[config.mk]
export PLATFORM = sky130hd
export DESIGN_NAME = ddr_init_sequencer
export DESIGN_NICKNAME = d
export VERILOG_FILES = /design/src/rtl/ddr_init_sequencer.sv
export SDC_FILE = /design/constraint.sdc
export NUM_CORES = 1
export LEC_CHECK = 0
export CORE_ASPECT_RATIO = 1.5
export CORE_MARGIN = 4
export CORE_UTILIZATION = 61
export DETAILED_ROUTE_END_ITERATION = 6
export PLACE_DENSITY = 0.85
export SYNTH_ARGS = -nofsm -noshare
export SYNTH_HDL_FRONTEND = slang
export SYNTH_SLANG_ARGS = --single-unit
export TNS_END_PERCENT = 30
[constraint.sdc]
create_clock -name clk -period 4.84 [get_ports clk]
set_clock_uncertainty 0.05 [all_clocks]
set_input_delay 0.968 -clock clk [delete_from_list [all_inputs] [get_ports clk]]
set_output_delay 0.968 -clock clk [all_outputs]
set_load 0.02 [all_outputs]
[src/rtl/ddr_init_sequencer.sv]
// DDR1 power-up initialisation sequencer.
// Walks CKE and the command bus through the JEDEC init sequence, then raises init_done.
module ddr_init_sequencer #(
    parameter int                    ADDR_WIDTH     = 13,
    parameter int                    STARTUP_CYCLES = 20000,
    parameter int                    T_CKE          = 2,
    parameter int                    T_RP           = 3,
    parameter int                    T_MRD          = 2,
    parameter int                    T_RFC          = 8,
    parameter int                    T_DLL          = 200,
    parameter logic [ADDR_WIDTH-1:0] MODE_REG       = 13'h0022,
    parameter logic [ADDR_WIDTH-1:0] EMODE_REG      = 13'h0000
) (
    input  logic                  clk,
    input  logic                  reset,
    input  logic                  clk_ok,
    output logic                  cke,
    output logic [3:0]            cmd,
    output logic [1:0]            ba,
    output logic [ADDR_WIDTH-1:0] addr,
    output logic                  init_done
);

    typedef enum logic [3:0] {
        S_WAIT_LOCK,
        S_STARTUP,
        S_CKE_UP,
        S_PRE1,
        S_EMRS,
        S_MRS_DLLRST,
        S_PRE2,
        S_REF1,
        S_REF2,
        S_MRS,
        S_DONE
    } state_t;

    localparam logic [3:0] CMD_NOP = 4'b0111;
    localparam logic [3:0] CMD_PRE = 4'b0010;
    localparam logic [3:0] CMD_REF = 4'b0001;
    localparam logic [3:0] CMD_LMR = 4'b0000;

    // Counter reload values: a wait of T cycles counts T-1 down to 0.
    localparam logic [19:0] CNT_STARTUP = 20'(STARTUP_CYCLES - 1);
    localparam logic [19:0] CNT_CKE     = 20'(T_CKE - 1);
    localparam logic [19:0] CNT_RP      = 20'(T_RP - 1);
    localparam logic [19:0] CNT_MRD     = 20'(T_MRD - 1);
    localparam logic [19:0] CNT_RFC     = 20'(T_RFC - 1);
    localparam logic [19:0] CNT_DLL     = 20'(T_DLL - 1);

    localparam logic [ADDR_WIDTH-1:0] DLL_RST_BIT =
        {{(ADDR_WIDTH-1){1'b0}}, 1'b1} << 8;

    state_t            state;
    state_t            state_nx;
    logic [19:0]       cnt;
    logic [19:0]       cnt_nx;
    logic              cke_nx;
    logic [3:0]        cmd_nx;
    logic [1:0]        ba_nx;
    logic [ADDR_WIDTH-1:0] addr_nx;
    logic              done_nx;

    // State, shared wait counter and registered pin outputs.
    always_ff @(posedge clk or negedge reset) begin
        if (!reset) begin
            state     <= S_WAIT_LOCK;
            cnt       <= '0;
            cke       <= 1'b0;
            cmd       <= CMD_NOP;
            ba        <= 2'b00;
            addr      <= '0;
            init_done <= 1'b0;
        end else begin
            state     <= state_nx;
            cnt       <= cnt_nx;
            cke       <= cke_nx;
            cmd       <= cmd_nx;
            ba        <= ba_nx;
            addr      <= addr_nx;
            init_done <= done_nx;
        end
    end

    // Next state: lock loss aborts, otherwise advance when the wait expires.
    always_comb begin
        state_nx = state;
        cnt_nx   = cnt;
        if (state != S_DONE && !clk_ok) begin
            state_nx = S_WAIT_LOCK;
            cnt_nx   = '0;
        end else begin
            unique case (state)
                S_WAIT_LOCK: begin
                    state_nx = S_STARTUP;
                    cnt_nx   = CNT_STARTUP;
                end
                S_DONE: begin
                    state_nx = S_DONE;
                end
                default: begin
                    if (cnt != '0) begin
                        cnt_nx = cnt - 20'd1;
                    end else begin
                        unique case (state)
                            S_STARTUP: begin
                                state_nx = S_CKE_UP;
                                cnt_nx   = CNT_CKE;
                            end
                            S_CKE_UP: begin
                                state_nx = S_PRE1;
                                cnt_nx   = CNT_RP;
                            end
                            S_PRE1: begin
                                state_nx = S_EMRS;
                                cnt_nx   = CNT_MRD;
                            end
                            S_EMRS: begin
                                state_nx = S_MRS_DLLRST;
                                cnt_nx   = CNT_MRD;
                            end
                            S_MRS_DLLRST: begin
                                state_nx = S_PRE2;
                                cnt_nx   = CNT_RP;
                            end
                            S_PRE2: begin
                                state_nx = S_REF1;
                                cnt_nx   = CNT_RFC;
                            end
                            S_REF1: begin
                                state_nx = S_REF2;
                                cnt_nx   = CNT_RFC;
                            end
                            S_REF2: begin
                                state_nx = S_MRS;
                                cnt_nx   = CNT_DLL;
                            end
                            S_MRS: begin
                                state_nx = S_DONE;
                                cnt_nx   = '0;
                            end
                            default: begin
                                state_nx = S_WAIT_LOCK;
                                cnt_nx   = '0;
                            end
                        endcase
                    end
                end
            endcase
        end
    end

    // Outputs for the coming cycle: a command only on entry to its state.
    always_comb begin
        cke_nx  = (state_nx != S_WAIT_LOCK) && (state_nx != S_STARTUP);
        cmd_nx  = CMD_NOP;
        ba_nx   = 2'b00;
        addr_nx = '0;
        done_nx = (state_nx == S_DONE);
        if (state_nx != state) begin
            unique case (state_nx)
                S_PRE1, S_PRE2: begin
                    cmd_nx      = CMD_PRE;
                    addr_nx[10] = 1'b1;
                end
                S_EMRS: begin
                    cmd_nx  = CMD_LMR;
                    ba_nx   = 2'b01;
                    addr_nx = EMODE_REG;
                end
                S_MRS_DLLRST: begin
                    cmd_nx  = CMD_LMR;
                    addr_nx = MODE_REG | DLL_RST_BIT;
                end
                S_REF1, S_REF2: begin
                    cmd_nx = CMD_REF;
                end
                S_MRS: begin
                    cmd_nx  = CMD_LMR;
                    addr_nx = MODE_REG & ~DLL_RST_BIT;
                end
                default: begin
                    cmd_nx = CMD_NOP;
                end
            endcase
        end
    end

endmodule

==> metrics.md <==
| Metric | Value |
|---|---|
| TritonCTS Sinks | 33 |
| Hold Buf Count CTS | 0 |
| Hpwl dp | 3800 um |
| Tcrit/Tclk final | 0.616 |
| CTS tree | built |
| Finish-stage setup viols | 0 |
| Routability cong. | 0.954 |
| Met2 WL | roughly 2800 um |
| CTS buffer count | 5 |
| Fill cells | about 300 |
| CTS resizes | 0 |
| Vias per cell | roughly 6.4 |
| Die H | ~83 um |
| Hold Crit Class | reg2reg |
| Critical path launch point type | primary input |
| Fin crit period | 2980 ps |
| Max Used Layer | met4 |
| Drt drc | 0 |
| Pwr Total | around 660 uW |
| Slew HR | 0.579 |
| Hold Violations, Final | 0 |
| Overall routing resource usage | 0.243 |
| Core ar. | between 0.003 and 0.004 mm^2 |
| Area growth syn-to-layout | 7.25% |
| Synthesized area per cell | ~8.3 um^2 |
| CTS HTree Levels | 2 |
| Max Root-Sink Buffers | 2 |
| Critical setup path kind | in2reg |
| Post-CTS Setup Inserts | 0 |
| Critical Path AT | ~3100 ps |
| Die ar. | 0.00479 mm^2 |
| Post-layout nets | between 200 and 300 |
| Worst setup path startpoint | clk_ok |
| Metal3 WL | between 200 and 300 um |
| TritonRoute pass-1 iters | 5 |
| Max Fanout on Critical Path | 16 |
| Average wire per standard cell | about 16 um |
| Worst skew pair latency | between 200 and 300 ps |
| Vias in the first global route | 1946 |
| Vias | ~2000 |
| Antenna violations before repair | 0 |
| Endpoint class of the critical path | register |
| Post-Layout Inst Area | around 0.0024 mm^2 |
| Total wire length | 5310 um |
| Power per cell area | roughly 270 mW/mm^2 |
| Placed cell area | between 0.002 and 0.0025 mm^2 |
| Yosys top cell area share | 0.330 |
| Synth area leaders | dfrtp_1, o21ai_0, nand2_1 |
| # IOs | 24 |
| Rows | 26 |
| Outcome | finished, final reports clean |
| Global-route wire length before repair | 9380 um |
| Post-synthesis sequential area ratio | 0.364 |
| CP required | about 5000 ps |
| Sum Neg Setup Slack | 0 ps |
| Width of the die | 57.9 um |
| Layout cells sized above 1 | 0.0786 |
| Mapped cell area | around 0.0023 mm^2 |
| Leakage | slightly above 0.001 uW |
| Initial DRC Count | between 100 and 150 |
| CTS root buffer | clkbuf_8 |
| Pin count of the biggest net entering global routing | 34 |
| Mapped Cells | ~280 |
| Antenna diodes | 0 |
| Ys async rst share | 1.00 |
| Post-synth top flop | dfrtp_1 |
| Reg clk slew, reported paths | 70 ps |
| RSZ-0062 raised after global routing | false |
| Starting Density | 0.648 |
| Worst vdd ir | ~0.23 mV |
| Max-cap violations | 0 |
| Post-synth EDFFs | 0 |
| Max-slew violation total from the final report | 0 |
| DRT antenna net count | 0 |
| Register bit total from synthesis | 33 |
| IO Port Bufs | 12 |
| Reg2reg start | state[0] |
| Metal-1 WL | approximately 2100 um |
| Worst slew pin tran | ~630 ps |
| Hold path start | cnt[7] |
| Yosys synthesis warning count | 0 |
| Distinct cells, synth | 56 |
| Cell taking the most area after synthesis | dfrtp_1 |
| Fmax | between 300 and 400 MHz |
| Global-route congestion overflow total | 0 |
[area by class of cell]
type | instances | area (um^2) | area share
tap | 42 | 52.6 | 0.0215
clock buffer | 6 | 72.6 | 0.0297
sequential | 33 | 830 | 0.340
timing repair buffer | 13 | 128 | 0.0523
clock inverter | 2 | 35.0 | 0.0143
inverter | 10 | 37.5 | 0.0154
multi-input combinational | 216 | 1290 | 0.527
[power breakdown]
part           internal (uW)  total (uW)  switching [uW]
combinational           32.3         105            72.6
clock                    153         255             102
sequential               286         299            13.0
total                    471         659             187
[stage by stage]
stage,utilization,setup slack [ps],hold WS [ps],instances
finish,0.695,1860,442,322
global route,0.695,1630,470,322
CTS,0.695,1880,439,322
detailed placement,0.665,1590,425,314
global placement,0.665,1670,411,314
floorplan,-,2310,395,286
[state kept, by name (all words and copies together) (netlist names)]
signal	cells
cke	1
addr	3
cmd	3
state	4
ba	1
init_done	1
cnt	20
[worst max-delay path, stage by stage]
cell and delay [ps]:
clkdlybuf4s50_1 800, nand2_1 340, nor2_1 230, nand2_1 310, o41ai_1 440
[synth_stat cells, drive strengths merged (2+ instances only)]
cell / instances
a21o: 4
a21oi: 21
a22o: 2
a31oi: 2
and2: 2
buf: 16
clkbuf: 11
dfrtp: 30
dfstp: 3
ha: 6
inv: 10
mux2i: 2
nand2: 28
nand2b: 6
nand3: 6
nand4: 3
nor2: 24
nor2b: 5
nor3: 14
nor3b: 3
nor4: 6
o21ai: 35
o22ai: 3
o31ai: 5
o32ai: 2
o41ai: 4
or4: 3
xnor2: 2
[final timing paths]
kind                       endpoint  slack, ps  depth (start not counted)
max                         cnt[17]       1860                          5
min                          cnt[7]        440                          2
max reg2reg                 cnt[17]       1900                          7
min reg2reg                  cnt[7]        440                          2
max in group asynchronous    cmd[2]       3390                          2
min in group asynchronous   cnt[17]       1020                          2
[cells by family (layout without fill, tap and decap cells)]
| kind of cell | after synthesis | in the layout | share of synthesized area |
|---|---|---|---|
| AND/OR/NAND/NOR | 106 | 106 | 0.239 |
| AO/OA/AOI/OAI | 88 | 88 | 0.255 |
| buffers and inverters | 37 | 31 | 0.0868 |
| flip-flops | 33 | 33 | 0.364 |
| adder cells (fa/ha/maj) | 6 | 6 | 0.0330 |
| XOR/XNOR | 3 | 3 | 0.0115 |
| multiplexers | 2 | 2 | 0.00879 |
| other | 1 | 11 | 0.00165 |
[layer usage]
layer  vias to the layer above  global-route usage
li1                        981                   -
met1                       971               0.306
met2                        84               0.396
met3                        20              0.0419
met4                         0               0.112
met5                         -                   0
[placed cells by master, fill, tap and decap left out, types with 4 or more instances in the layout]
cell,n
a21o_1,4
a21oi_1,20
clkbuf_8,5
clkdlybuf4s50_1,12
conb_1,11
dfrtp_1,30
ha_1,6
inv_1,9
nand2_1,28
nand2b_1,6
nand3_1,6
nor2_1,23
nor2b_1,5
nor3_1,13
nor4_1,5
o21ai_0,33
o31ai_1,4
o41ai_1,4
Power figures use the tool's default switching activity.
